**src/rtl/mem_bus_arbiter.sv**
```systemverilog
// mem_bus_arbiter: shares one memory bus between icache and dcache,
// routes accept/return tags, and prevents icache starvation.
//
// Ports:
//   clock, reset            - clock and synchronous active-high reset
//   proc2Imem_command/addr  - icache command (NONE/LOAD) and address
//   Icache_req_pending      - icache has a miss waiting for the bus
//   proc2Dmem_command/addr/data - dcache command (NONE/LOAD/STORE)
//   mem2proc_response       - memory accept tag, 0 = refused
//   mem2proc_data/tag       - returned data and its tag, tag 0 = none
//   proc2mem_command/addr/data - granted command driven to memory
//   Imem2proc_response/tag  - accept and return tags for the icache
//   Dmem2proc_response/tag  - accept and return tags for the dcache
//   mem2proc_data_bcast     - returned data, broadcast to both caches
//   Icache_hazard           - icache must not issue this cycle
//   Dcache_stall            - dcache request not granted this cycle
module mem_bus_arbiter #(
   parameter int NUM_TAGS     = 15,
   parameter int STARVE_LIMIT = 4
) (
   input  logic        clock,
   input  logic        reset,
   input  logic [1:0]  proc2Imem_command,
   input  logic [63:0] proc2Imem_addr,
   input  logic        Icache_req_pending,
   input  logic [1:0]  proc2Dmem_command,
   input  logic [63:0] proc2Dmem_addr,
   input  logic [63:0] proc2Dmem_data,
   input  logic [3:0]  mem2proc_response,
   input  logic [63:0] mem2proc_data,
   input  logic [3:0]  mem2proc_tag,
   output logic [1:0]  proc2mem_command,
   output logic [63:0] proc2mem_addr,
   output logic [63:0] proc2mem_data,
   output logic [3:0]  Imem2proc_response,
   output logic [3:0]  Imem2proc_tag,
   output logic [3:0]  Dmem2proc_response,
   output logic [3:0]  Dmem2proc_tag,
   output logic [63:0] mem2proc_data_bcast,
   output logic        Icache_hazard,
   output logic        Dcache_stall
);

   localparam logic [1:0] BUS_NONE = 2'd0;
   localparam logic [1:0] BUS_LOAD = 2'd1;
   localparam int CNT_W = $clog2(STARVE_LIMIT + 1);
   localparam logic [CNT_W-1:0] CNT_MAX = CNT_W'(STARVE_LIMIT);

   logic                 icache_prio;
   logic [CNT_W-1:0]     starve_cnt;
   logic [NUM_TAGS:1]    tag_valid;
   logic [NUM_TAGS:1]    tag_icache;

   logic grant_i;
   logic grant_d;
   logic accepted;
   logic alloc;
   logic ret_hit;
   logic ret_icache;
   logic [CNT_W-1:0] starve_inc;

   // Hazard looks only at the dcache command and registered priority,
   // so the icache's own gated command never feeds back into it.
   assign Icache_hazard = (proc2Dmem_command != BUS_NONE) && !icache_prio;

   assign grant_i  = (proc2Imem_command != BUS_NONE);
   assign grant_d  = !grant_i && (proc2Dmem_command != BUS_NONE);
   assign accepted = (mem2proc_response != 4'd0);
   assign alloc    = accepted && (proc2mem_command == BUS_LOAD);

   assign Dcache_stall = (proc2Dmem_command != BUS_NONE) && grant_i;

   always_comb begin
      proc2mem_command = BUS_NONE;
      proc2mem_addr    = 64'd0;
      proc2mem_data    = 64'd0;
      if (grant_i) begin
         proc2mem_command = proc2Imem_command;
         proc2mem_addr    = proc2Imem_addr;
      end else if (grant_d) begin
         proc2mem_command = proc2Dmem_command;
         proc2mem_addr    = proc2Dmem_addr;
         proc2mem_data    = proc2Dmem_data;
      end
   end

   assign Imem2proc_response = grant_i ? mem2proc_response : 4'd0;
   assign Dmem2proc_response = grant_d ? mem2proc_response : 4'd0;

   always_comb begin
      ret_hit    = 1'b0;
      ret_icache = 1'b0;
      for (int i = 1; i <= NUM_TAGS; i++) begin
         if (mem2proc_tag == 4'(i) && tag_valid[i]) begin
            ret_hit    = 1'b1;
            ret_icache = tag_icache[i];
         end
      end
   end

   // Returns on invalid entries are spurious and go to nobody.
   assign Imem2proc_tag = (ret_hit && ret_icache)  ? mem2proc_tag : 4'd0;
   assign Dmem2proc_tag = (ret_hit && !ret_icache) ? mem2proc_tag : 4'd0;

   assign mem2proc_data_bcast = mem2proc_data;

   // Free first, allocate second: a tag recycled in the same cycle
   // ends up owned by the new requester.
   always_ff @(posedge clock) begin
      if (reset) begin
         tag_valid  <= '0;
         tag_icache <= '0;
      end else begin
         for (int i = 1; i <= NUM_TAGS; i++) begin
            if (ret_hit && mem2proc_tag == 4'(i)) begin
               tag_valid[i] <= 1'b0;
            end
            if (alloc && mem2proc_response == 4'(i)) begin
               tag_valid[i]  <= 1'b1;
               tag_icache[i] <= grant_i;
            end
         end
      end
   end

   assign starve_inc = (starve_cnt == CNT_MAX) ? CNT_MAX
                     : starve_cnt + CNT_W'(1);

   always_ff @(posedge clock) begin
      if (reset) begin
         starve_cnt  <= '0;
         icache_prio <= 1'b0;
      end else if (!Icache_req_pending) begin
         // Miss gone (served or squashed): forget the history.
         starve_cnt  <= '0;
         icache_prio <= 1'b0;
      end else if (grant_i && accepted) begin
         starve_cnt  <= '0;
         icache_prio <= 1'b0;
      end else if (Icache_hazard) begin
         starve_cnt <= starve_inc;
         if (starve_inc == CNT_MAX) begin
            icache_prio <= 1'b1;
         end
      end
   end

endmodule

```
**config.mk**
```make
export PLATFORM = sky130hd
export DESIGN_NAME = mem_bus_arbiter
export DESIGN_NICKNAME = d
export VERILOG_FILES = /design/src/rtl/mem_bus_arbiter.sv
export SDC_FILE = /design/constraint.sdc
export NUM_CORES = 1
export LEC_CHECK = 0
export ABC_AREA = 1
export CAP_MARGIN = 20
export CORE_AREA = 2 2 188 190
export DETAILED_ROUTE_END_ITERATION = 8
export DIE_AREA = 0 0 190 192
export PLACE_DENSITY = 0.39
export SLEW_MARGIN = 20
export SYNTH_ARGS = -nofsm -noshare
export SYNTH_HDL_FRONTEND = slang
export SYNTH_SLANG_ARGS = --single-unit
```
**constraint.sdc**
```tcl
create_clock -name clock -period 2.59 [get_ports clock]
set_input_delay 0.3885 -clock clock [delete_from_list [all_inputs] [get_ports clock]]
set_output_delay 0.3885 -clock clock [all_outputs]
set_load 0.01 [all_outputs]
```
==> results of run 1 <==
[per-stage QoR]
stage                     instances  power [µW]   util
after floorplan                 663         913      -
after global placement         1445        1550  0.223
after detailed placement       1445        1540  0.223
after CTS                      1452        2210  0.225
after global routing           1452        2270  0.227
final                          1452        2150  0.227
[sequential cells by signal, indices dropped and copies added, names as in the netlist]
name,flops
tag_icache,15
starve_cnt,3
tag_valid,15
icache_prio,1
[Yosys cell counts]
cell type / count
nand4_1: 7
o21ai_0: 82
xnor2_1: 1
nand2_2: 1
nor2_1: 119
or2_4: 2
or4_1: 1
and3_1: 1
o21ai_1: 1
clkbuf_1: 26
a21oi_1: 36
nand3_1: 23
or2_0: 2
ha_1: 2
nor3_1: 1
buf_4: 64
o21a_1: 2
nor2_2: 8
nand2_4: 2
dfxtp_1: 34
nand2_1: 85
inv_2: 6
or2_2: 2
inv_1: 155
[layout make-up]
class                   count  area (µm²)
clock buffers               6         139
clock inverters             1        30.0
fillers                  3915       26500
inverters                 161         604
multi-input cells         378        1760
flip-flops and latches     34         681
well taps                 455         569
repair buffers            417        4000
[worst min-delay path: stages, from the launching register on]
cell and delay (ns):
dfxtp_1 0.31, inv_1 0.05, a21oi_1 0.06
[cell usage in the layout, fill, tap and decap left out, types with 2 or more instances in the layout]
cell type,count
a21oi_1,36
buf_12,4
buf_2,7
buf_4,59
clkbuf_16,5
clkbuf_2,5
clkdlybuf4s50_1,214
dfxtp_1,34
dlygate4sd2_1,87
dlymetal6s2s_1,40
ha_1,2
inv_1,153
inv_2,8
nand2_1,84
nand2_2,2
nand2_4,2
nand3_1,21
nand3_2,2
nand4_1,7
nor2_1,117
nor2_2,8
nor2_4,2
o21a_1,2
o21ai_0,81
or2_0,2
or2_2,2
or2_4,2
[cell families after synthesis]
family	count (synthesis)
DFF	34
adders and majority gates	2
buffers and inverters	251
AOI/OAI and AO/OA	121
and+or+nand+nor	254
xor gates and xnor gates	1
[final timing paths]
check                        from           endpoint  depth (start not counted)
max          proc2Imem_command[0]  proc2mem_data[12]                          7
min reg2reg           icache_prio        icache_prio                          2
max reg2reg         starve_cnt[0]        icache_prio                          5
min                   icache_prio        icache_prio                          2
[per-layer routing]
layer,up-vias,GRT usage,share of wire
li1,2581,-,-
met1,2232,0.128,0.38
met2,207,0.212,0.51
met3,20,0.0515,0.098
met4,2,0.0182,0.010
met5,-,0,0.00058
[where the power goes]
group | switching (µW) | internal [µW]
clock network | 223 | 475
logic | 392 | 524
registers | 4.53 | 530
total | 620 | 1530
[what timing repair did]
action / CTS / global route
gates resized for setup: 119 / 63
pin swaps: 4 / 9
setup buffers: 0 / 0
endpoints found under the setup margin: 98 / 49
endpoints found under the hold margin: 0 / 0
==> results.toml, run 1 <==
[route]
antenna_left = 0
first_pass_iters = 4
drtIter0Drc = 157
drc = 0
finalWirelength_mm = 22.3
vias_per_cell = 3.47
wl_per_cell_um = 15.3
vias = 5042

[pwr]
leakagePower_uw = 0.00440
p_per_area_mw_per_mm2 = 276
ir_drop_v = 0.000209

[grt]
grt_pass1_vias = 5111
grt_overflow = 0
track_usage = 0.117
grt_pass1_wl_mm = 32.4
grt_max_degree = 35
antenna_found_initial = 1

[timing]
hold_violations = 0
tightest_slew_ns = 0.472
rsz0062_at_grt = "no"
fmax_mhz = 398
hold_slack_ns = 0.462
min_period_ns = 2.51
final_max_slew_viol_count = 0
setup_viol = 0
fin_worst_skew_ns = 0.000883
fin_tns_setup_ns = 0
period_share = 0.970
setup_ws_ns = 0.0770
relSlewSlack = 0.685

[clocking]
cts_buffer_depth = 2
cts_tree = "built"
ctsHoldBuffers = 0
h-tree-depth = 2
cts_buffers = 5
clk_pin_slew_ns = 0.05
cts.sinks = 34
clk_latency_ns = 0.28
cts_root_buf = "clkbuf_16"

[worst_setup_path]
slowest_stage = "clkdlybuf4s50_1"
cp.required_ns = 2.20
startpoint_type = "input port"
path_max_fanout = 33
worstPathArrival_ns = 2.12
max_stage_delay_ns = 0.54
worstPathCellList = "clkdlybuf4s50_1 > nor2_2 > o21ai_4 > buf_12 > buf_12 > nor2_1 > clkdlybuf4s50_1"
rrSetupSlack_ns = 1.49
crit_path_end_kind = "primary output"
cpLargestDelayFamily = "buffers and inverters"
critPathKind = "input port to primary output"
cp_num_buf_inv = 4

[layout]
nets = 1270
syn2layout_area_growth_pct = 118
drive_gt1_frac = 0.114
num_antenna_cells = 0
design_area_mm2 = 0.00778

[run_status]
status = "complete, no violations"

[die]
io_pins = 483
start_util = 0.104
design.die.area_mm2 = 0.0365
row_count = 68
core_mm2 = 0.0343
dieHeight_um = 192
die_w_um = 190

[placement]
gp_congestion = 0.812
place_area_mm2 = 0.00764
io_buffers = 354
place_ws_ns = -0.649
dp_hpwl_mm = 20.0

[logic_synthesis]
yosys_warnings = 0
synthCells = 663
yosysTopAreaCell = "dfxtp_1"
yosys.area_share.simple = 0.298
post_synth.cell_area_avg_um2 = 5.39
synthMuxAreaShare = 0
synth_xor_area_frac = 0.00245
synth_nets = 936
synth_cell_types = 24
synth_top_family_by_area = "buffers and inverters"
ys_seq_area_frac = 0.191
synth_area_mm2 = 0.00357
synth_area_leaders = "dfxtp_1, inv_1, buf_4"
yosysTopAreaCellShare = 0.191
yosys.area_share.adder = 0.00701
synth-seq-cells = 34
synth_compound_area_frac = 0.171

[job]
drv_cap = 0

[min_path]
hold_path.class = "flop to flop"
(Power assumes the default switching activity.)
==> inputs of run 2 (changes only) <==
SETUP_SLACK_MARGIN = 0.15   (was not set)
==> results.toml, run 2 (synthesis gave the netlist of run 1 again) <==
[run_status]
status = "complete, no violations"

[placement]
place_area_mm2 = 0.00764
io_buffers = 354
dp_cells = 1445
gp_congestion = 0.812
dp_hpwl_mm = 20.0

[worst_setup_path]
path_max_fanout = 5
crit_path_end_kind = "primary output"
critPathKind = "input port to primary output"
cp.required_ns = 2.20
worstPathArrival_ns = 1.96
startpoint_type = "input port"

[timing]
setup_viol = 0
final_max_slew_viol_count = 0
rsz0062_at_grt = "yes"
fmax_mhz = 426
fin_tns_setup_ns = 0
period_share = 0.906
hold_violations = 0
min_period_ns = 2.35
relSlewSlack = 0.687
fin_worst_skew_ns = 0.00119
tightest_slew_ns = 0.469
hold_slack_ns = 0.462

[layout]
design_area_mm2 = 0.00772
drive_gt1_frac = 0.141
num_antenna_cells = 0
top_regs = "tag_icache: 15 flops, tag_valid: 15 flops, starve_cnt: 3 flops"
fin_cells = 1455
nets = 1273
final_cell_mix = "clkdlybuf4s50_1, inv_1, nor2_1"
layout_commonest_cell = "clkdlybuf4s50_1"
syn2layout_area_growth_pct = 116

[pwr]
totalPowerFinal_uw = 2160
swShare = 0.294
leakagePower_uw = 0.00403
ir_drop_v = 0.000210
clockPowerShare = 0.324
pwr-share-comb = 0.429
internal-power_uw = 1530
pwr-share-seq = 0.247
p_per_area_mw_per_mm2 = 280
p_switching_uw = 636

[clocking]
cts_tree = "built"
clk_latency_ns = 0.28
h-tree-depth = 2
cts_root_buf = "clkbuf_16"
cts_buffers = 5
clk_pin_slew_ns = 0.05
cts.sinks = 34
cts_buffer_depth = 2

[die]
die_w_um = 190
dieHeight_um = 192
row_count = 68
start_util = 0.104
design.die.area_mm2 = 0.0365
core_mm2 = 0.0343
io_pins = 483

[route]
wl_per_cell_um = 15.8
first_pass_iters = 4
drtIter0Drc = 162
vias = 5060
finalWirelength_mm = 22.9
drc = 0
antenna_left = 0
vias_per_cell = 3.48

[grt]
track_usage = 0.119
grt_overflow = 0
grt_max_degree = 34
grt_pass1_vias = 5155
antenna_found_initial = 1
grt_pass1_wl_mm = 32.8

[job]
drv_cap = 0

[min_path]
hold_path.class = "flop to flop"
run 2: changes by cell type in the layout (fill, tap and decap cells not counted), moves of 3 or more:
cell             change
dlygate4sd2_1       +21
nor2_4               +4
nor2_2               -3
buf_6                +6
clkbuf_2            +16
clkdlybuf4s50_1      -6
dlymetal6s2s_1      -37
run 2: repair_timing:
| item | in CTS | in global routing |
|---|---|---|
| endpoints found under the setup margin | 142 | 59 |
| pin swaps | 7 | 13 |
| hold buffers | 0 | 0 |
| resized for setup | 195 | 68 |
| hold endpoints to repair | 0 | 0 |
| setup buffers | 0 | 1 |
| gates cloned | 1 | 1 |
run 2: cell type report:
type | instances | area [µm²]
flip-flops and latches | 34 | 682
inverters | 161 | 609
clock inverters | 1 | 30.0
clock buffers | 6 | 139
multi-input cells | 378 | 1800
repair buffers | 420 | 3890
well taps | 455 | 569
fillers | 3925 | 26600
run 2: path summary, 6_finish.rpt:
check	cells past startpoint	from	end	slack [ns]
worst max-delay path	18	mem2proc_tag[2]	Dmem2proc_tag[2]	0.24
worst min-delay path	2	icache_prio	icache_prio	0.46
worst max register to register	5	starve_cnt[0]	icache_prio	1.49
worst min register to register	2	icache_prio	icache_prio	0.46
run 2: power groups by stage:
| stage | clock (µW) | combinational [µW] | sequential (µW) |
|---|---|---|---|
| final | 700 | 927 | 534 |
| after global routing | 737 | 1010 | 535 |
| after CTS | 723 | 933 | 534 |
| after detailed placement | 0 | 999 | 545 |
| after global placement | 0 | 999 | 546 |
| after floorplan | 0 | 370 | 544 |
run 2: through the flow:
stage	utilization	worst slack (ns)
after floorplan	-	0.543
after global placement	0.223	-0.602
after detailed placement	0.223	-0.649
after CTS	0.225	0.149
after global routing	0.225	0.0781
final	0.225	0.244
run 2: layer usage:
metal	up-vias	track usage	wire, µm
met5	-	0	13
met4	2	0.0182	292
met3	22	0.0512	2180
met2	212	0.216	11600
met1	2236	0.130	8810
li1	2588	-	-
run 2: worst max-delay path: stages:
cell     delay [ns]
buf_4          0.12
inv_4          0.04
nor2_4         0.10
and3_4         0.19
inv_1          0.04
or2_0          0.19
nand2_1        0.07
nand2_1        0.05
nand2_1        0.05
nand2_1        0.05
nand2_1        0.06
nand3_1        0.07
nand2_1        0.08
nand2_2        0.06
nand2_4        0.09
nand2_4        0.08
nor2_2         0.09
buf_2          0.12
==> RTL edit 1 (config.mk and constraints of run 1) <==
Change the parameter `NUM_TAGS` from 15 to 30.
--- a/src/rtl/mem_bus_arbiter.sv
+++ b/src/rtl/mem_bus_arbiter.sv
@@ -15,7 +15,7 @@
 //   Icache_hazard           - icache must not issue this cycle
 //   Dcache_stall            - dcache request not granted this cycle
 module mem_bus_arbiter #(
-   parameter int NUM_TAGS     = 15,
+   parameter int NUM_TAGS     = 30,
    parameter int STARVE_LIMIT = 4
 ) (
    input  logic        clock,
Check against the original RTL: no difference found for any inputs over 4 cycles, from zero or initial values and one cycle with reset high; that may be too few to reach the edited logic, so the function may still have changed.
==> RTL edit 1 against run 1 <==
- sequential cell count rose by 2
- combinational power rose by 2.7%
- power rose by 3.0%
- critical path type unchanged
- first-iteration DRC count fell by 7.0%
- sequential power rose by 5.6%
- setup slack improved by 4.0 ps
- largest power group unchanged
- wire length rose by 10%
- clock skew barely moved
- count of clock-buffer cells in the layout fell by 1
- synthesized area rose by 3.5%
- design area rose by 1.8%
==> RTL edit 1: results (changes against run 1) <==
Parameter                              Value

Synth
  Number of unique standard cell types used by synthesis ... 28 (was 24)
  Fraction of the mapped netlist area in compound gates ... 0.165 (was 0.171)
  Cells after Synth ... 683 (was 663)
  Ranking of synthesized cells by instance count ... inv_1, nor2_1, nand2_1 (unchanged)
  Cell types occupying the most area after synthesis ... dfxtp_1, inv_1, buf_4 (unchanged)
  Syn Nets ... 956 (was 936)
  Area share of xor/xnor cells in the synthesized design ... 0.00237 (was 0.00245)
  Post-synthesis share of cell area spent on full adders, half adders and majority gates ... 0.00677 (was 0.00701)

Placement
  Post-placement worst setup slack ... -720 ps (was -649 ps)
  Final RePlAce weighted congestion ... 0.815 (was 0.812)
  Area after detailed placement ... 7720 um2 (was 7640 um2)
  Placed Cells ... 1460 (was 1445)

Finish
  Fraction of layout instances using a drive strength above 1 ... 0.116 (was 0.114)
  Nets ... 1288 (was 1270)
  Filler instances ... 3891 (was 3915)
  Largest registers ... tag_icache x16, tag_valid x16, starve_cnt x3 (was tag_icache x15, tag_valid x15, starve_cnt x3)

Global routing
  Maximum number of pins on one net before global-route repair ... 55 (was 35)
  Number of global-route vias before repair ... 5223 (was 5111)
  Wire length of the first global-routing pass ... 34.5 mm (was 32.4 mm)
  Initial antenna violation count ... 9 (was 1)
  All-layer global routing usage ... 0.129 (was 0.117)

Pwr
  Pleak ... 4.33 nW (was 4.40 nW)
  Internal Dissipation ... 0.00155 W (was 0.00153 W)
  Peak VDD IR ... 287 uV (was 209 uV)

STA
  Worst slew margin relative to its limit ... 0.709 (was 0.685)
  Clock Skews ... 1.25 ps (was 0.883 ps)

Run status
  Result of the run ... completed (unchanged)

Detailed routing
  DRC marker count from the first detailed-route iteration ... 146 (was 157)
  Via count of the routed design ... 5126 (was 5042)
  Vias per std cell ... 3.48 (was 3.47)
  First-pass DRT Iterations ... 6 (was 4)
  Routed length per placed instance ... 16.6 um (was 15.3 um)

Setup path
  Max Fanout on Critical Path ... 17 (was 33)

Clock tree
  CTS H-tree lvls ... 2 (unchanged)
## RTL edit 1: cell types whose count changed after synthesis, moves of 4 or more
cell	delta
nand2_1	+9
nor3_1	+4
inv_1	+8
nand3_1	-4
nor2_2	-4
nand4_1	-4
## RTL edit 1: per-stage QoR
step | utilization | setup TNS [ps]
after global placement | 0.225 | -16220
final | 0.231 | 0
after CTS | 0.228 | -170
after detailed placement | 0.225 | -11920
after floorplan | - | 0
after global routing | 0.231 | -175
## RTL edit 1: worst max-delay path, stage by stage
cell and delay (ps):
clkdlybuf4s50_1 470, nor2_4 140, o21ai_4 80, buf_12 150, buf_4 190, nor2_1 110, clkdlybuf4s50_1 570
## RTL edit 1: power groups by stage
| stage | clock network (W) | logic, W | registers (W) |
|---|---|---|---|
| after detailed placement | 0 | 0.00102 | 0.000576 |
| after global routing | 0.000750 | 0.00102 | 0.000565 |
| after floorplan | 0 | 0.000373 | 0.000575 |
| final | 0.000707 | 0.000942 | 0.000564 |
| after global placement | 0 | 0.00101 | 0.000577 |
| after CTS | 0.000730 | 0.000968 | 0.000564 |
## RTL edit 1: timing repair
action / in CTS / in global routing
pin swaps: 6 / 13
gates resized for setup: 139 / 54
setup endpoints to repair: 106 / 49
setup buffers: 0 / 2
gates cloned: 1 / 0
## RTL edit 1: worst paths after layout
check,from,end,slack [ps],depth (start not counted)
min reg2reg,tag_icache[16],tag_icache[16],430,2
max reg2reg,tag_valid[6],tag_valid[6],1480,6
max,proc2Imem_command[0],proc2mem_data[38],80,7
min,tag_icache[16],tag_icache[16],430,2
## RTL edit 1: cell families after synthesis
logic type               Yosys count
AO/OA/AOI/OAI                    121
adder cells (fa/ha/maj)            2
AND/OR/NAND/NOR                  263
flip-flops                        36
XOR/XNOR                           1
buffers and inverters            260
## RTL edit 1: cell type report
class / instances / area share
Inverter: 170 / 0.0809
Timing Repair Buffer: 415 / 0.505
Antenna cell: 2 / 0.000632
Sequential cell: 36 / 0.0911
Multi-Input combinational cell: 387 / 0.229
Clock inverter: 3 / 0.00584
Tap cell: 455 / 0.0719
Clock buffer: 5 / 0.0158
## RTL edit 1: layer usage
layer | share of wire | global-route usage | up-vias
li1 | - | - | 2630
met1 | 0.38 | 0.143 | 2218
met2 | 0.50 | 0.230 | 230
met3 | 0.10 | 0.0581 | 34
met4 | 0.011 | 0.0197 | 14
met5 | 0.0032 | 0 | -
==> RTL edit 2 (flow settings as in run 1) <==
Without the edit above. Make the reset (`reset`) asynchronous in 2 clocked blocks. Comments in the files are not updated.
--- a/src/rtl/mem_bus_arbiter.sv
+++ b/src/rtl/mem_bus_arbiter.sv
@@ -106,7 +106,7 @@
 
    // Free first, allocate second: a tag recycled in the same cycle
    // ends up owned by the new requester.
-   always_ff @(posedge clock) begin
+   always_ff @(posedge clock or posedge reset) begin
       if (reset) begin
          tag_valid  <= '0;
          tag_icache <= '0;
@@ -126,7 +126,7 @@
    assign starve_inc = (starve_cnt == CNT_MAX) ? CNT_MAX
                      : starve_cnt + CNT_W'(1);
 
-   always_ff @(posedge clock) begin
+   always_ff @(posedge clock or posedge reset) begin
       if (reset) begin
          starve_cnt  <= '0;
          icache_prio <= 1'b0;
Check against the original RTL: differs if reset is asserted again (counterexample within 4 cycles, from zero or initial values and one cycle with reset high); with reset held inactive, the same outputs for 4 cycles.
==> RTL edit 2 against run 1 <==
- count of clock-buffer cells in the layout is the same
- worst hold slack improved by 32 ps
- largest power group unchanged
- sequential cell count unchanged
- power rose by 22%
- maximum frequency grew 0.13%
- synthesized area grew 8.0%
- setup slack better by 3.4 ps
- design area grew 4.6%
- wire length up 7.3%
- synthesized cell count is 2.0% higher
==> RTL edit 2: results (changes against run 1) <==
Parameter                              Value

Run status
  Result of the run ... completed (unchanged)

Synth
  Post-synthesis share of cell area spent on full adders, half adders and majority gates ... 0.00649 (was 0.00701)
  Ranking of synthesized cells by instance count ... nand2_1, inv_1, nor2_1 (was inv_1, nor2_1, nand2_1)
  Cell types occupying the most area after synthesis ... dfrtp_1, nand2_1, buf_4 (was dfxtp_1, inv_1, buf_4)
  Cells after Synth ... 676 (was 663)
  Fraction of the mapped netlist area in compound gates ... 0.125 (was 0.171)
  Number of unique standard cell types used by synthesis ... 27 (was 24)
  Register area share after synthesis ... 0.220 (was 0.191)
  Async set-or-reset flop fraction in the synthesized netlist ... 1.00 (was 0)
  Most used flip-flop cell after synthesis ... dfrtp_1 (was dfxtp_1)
  Syn Nets ... 949 (was 936)

Setup path
  Max stage delay on crit path ... 600 ps (was 540 ps)
  Reg2reg end ... starve_cnt[2] (was icache_prio)
  Worst setup slack for register-to-register paths ... 1240 ps (was 1490 ps)
  Beginning of the critical path ... proc2Dmem_command[1] (was proc2Imem_command[0])
  Worst Setup EP ... proc2mem_addr[14] (was proc2mem_data[12])

Min path
  Start point of the worst min-delay path ... tag_icache[10] (was icache_prio)
  Sink of the worst hold path ... tag_icache[10] (was icache_prio)

Detailed routing
  Routed length per placed instance ... 16.5 um (was 15.3 um)
  Aggregate routed wire length ... 23.9 mm (was 22.3 mm)
  Routed length on met2 ... 12.1 mm (was 11.3 mm)
  Routed length on met3 ... 1.74 mm (was 2.19 mm)
  Vias per std cell ... 3.62 (was 3.47)
  First-pass DRT Iterations ... 8 (was 4)
  DRC marker count from the first detailed-route iteration ... 184 (was 157)
  Routed metal-1 wire length ... 9.54 mm (was 8.48 mm)
  Top metal layer carrying routed signals ... met4 (was met5)

STA
  Slew at the pin with the worst max-slew slack ... 478 ps (was 472 ps)
  Final setup margin ... 80.4 ps (was 77.0 ps)
  Worst hold-check slack ... 494 ps (was 462 ps)

Global routing
  All-layer global routing usage ... 0.122 (was 0.117)
  Initial antenna violation count ... 0 (was 1)
  Met1 usage in global routing ... 0.147 (was 0.128)
  GR Util met3 ... 0.0369 (was 0.0515)
  Number of global-route vias before repair ... 5344 (was 5111)

Placement
  Half-perimeter wire length after detailed placement ... 20.5 mm (was 20.0 mm)
  Placed Cells ... 1441 (was 1445)
  Final RePlAce weighted congestion ... 0.797 (was 0.812)

Pwr
  Peak VDD IR ... 265 uV (was 209 uV)
  Pleak ... 4.20 nW (was 4.40 nW)

Finish
  Fraction of layout instances using a drive strength above 1 ... 0.117 (was 0.114)
  Final instance area ... 8140 um2 (was 7780 um2)

Clock tree
  Number of resized instances in the post-cts repair step ... 45 (was 119)
-- RTL edit 2: changes by cell type after synthesis, sizes merged, moves of 7 or more --
cell	before	now
a21oi	36	4
clkbuf	26	37
dfrtp	0	34
dfxtp	34	0
inv	161	105
nand2	88	138
nand3	23	77
nor2	127	98
nor3	1	10
o21ai	83	90
-- RTL edit 2: cell type report --
cell class	count	share of cell area
Clock buffer	6	0.0171
Timing Repair Buffer	415	0.508
Inverter	105	0.0484
Multi-Input combinational cell	436	0.252
Tap cell	455	0.0699
Sequential cell	34	0.104
-- RTL edit 2: cells by family (layout without fill, tap and decap cells) --
logic type | Yosys count | count (layout)
DFF | 34 | 34
buffers and inverters | 206 | 526
and+or+nand+nor | 338 | 338
AOI/OAI and AO/OA | 96 | 96
adders and majority gates | 2 | 2
-- RTL edit 2: through the flow --
step / setup TNS (ps) / power [W]
after global placement: -5090 / 0.00209
final: 0 / 0.00262
after global routing: 0 / 0.00281
after CTS: 0 / 0.00267
after detailed placement: -5280 / 0.00209
after floorplan: 0 / 0.00131
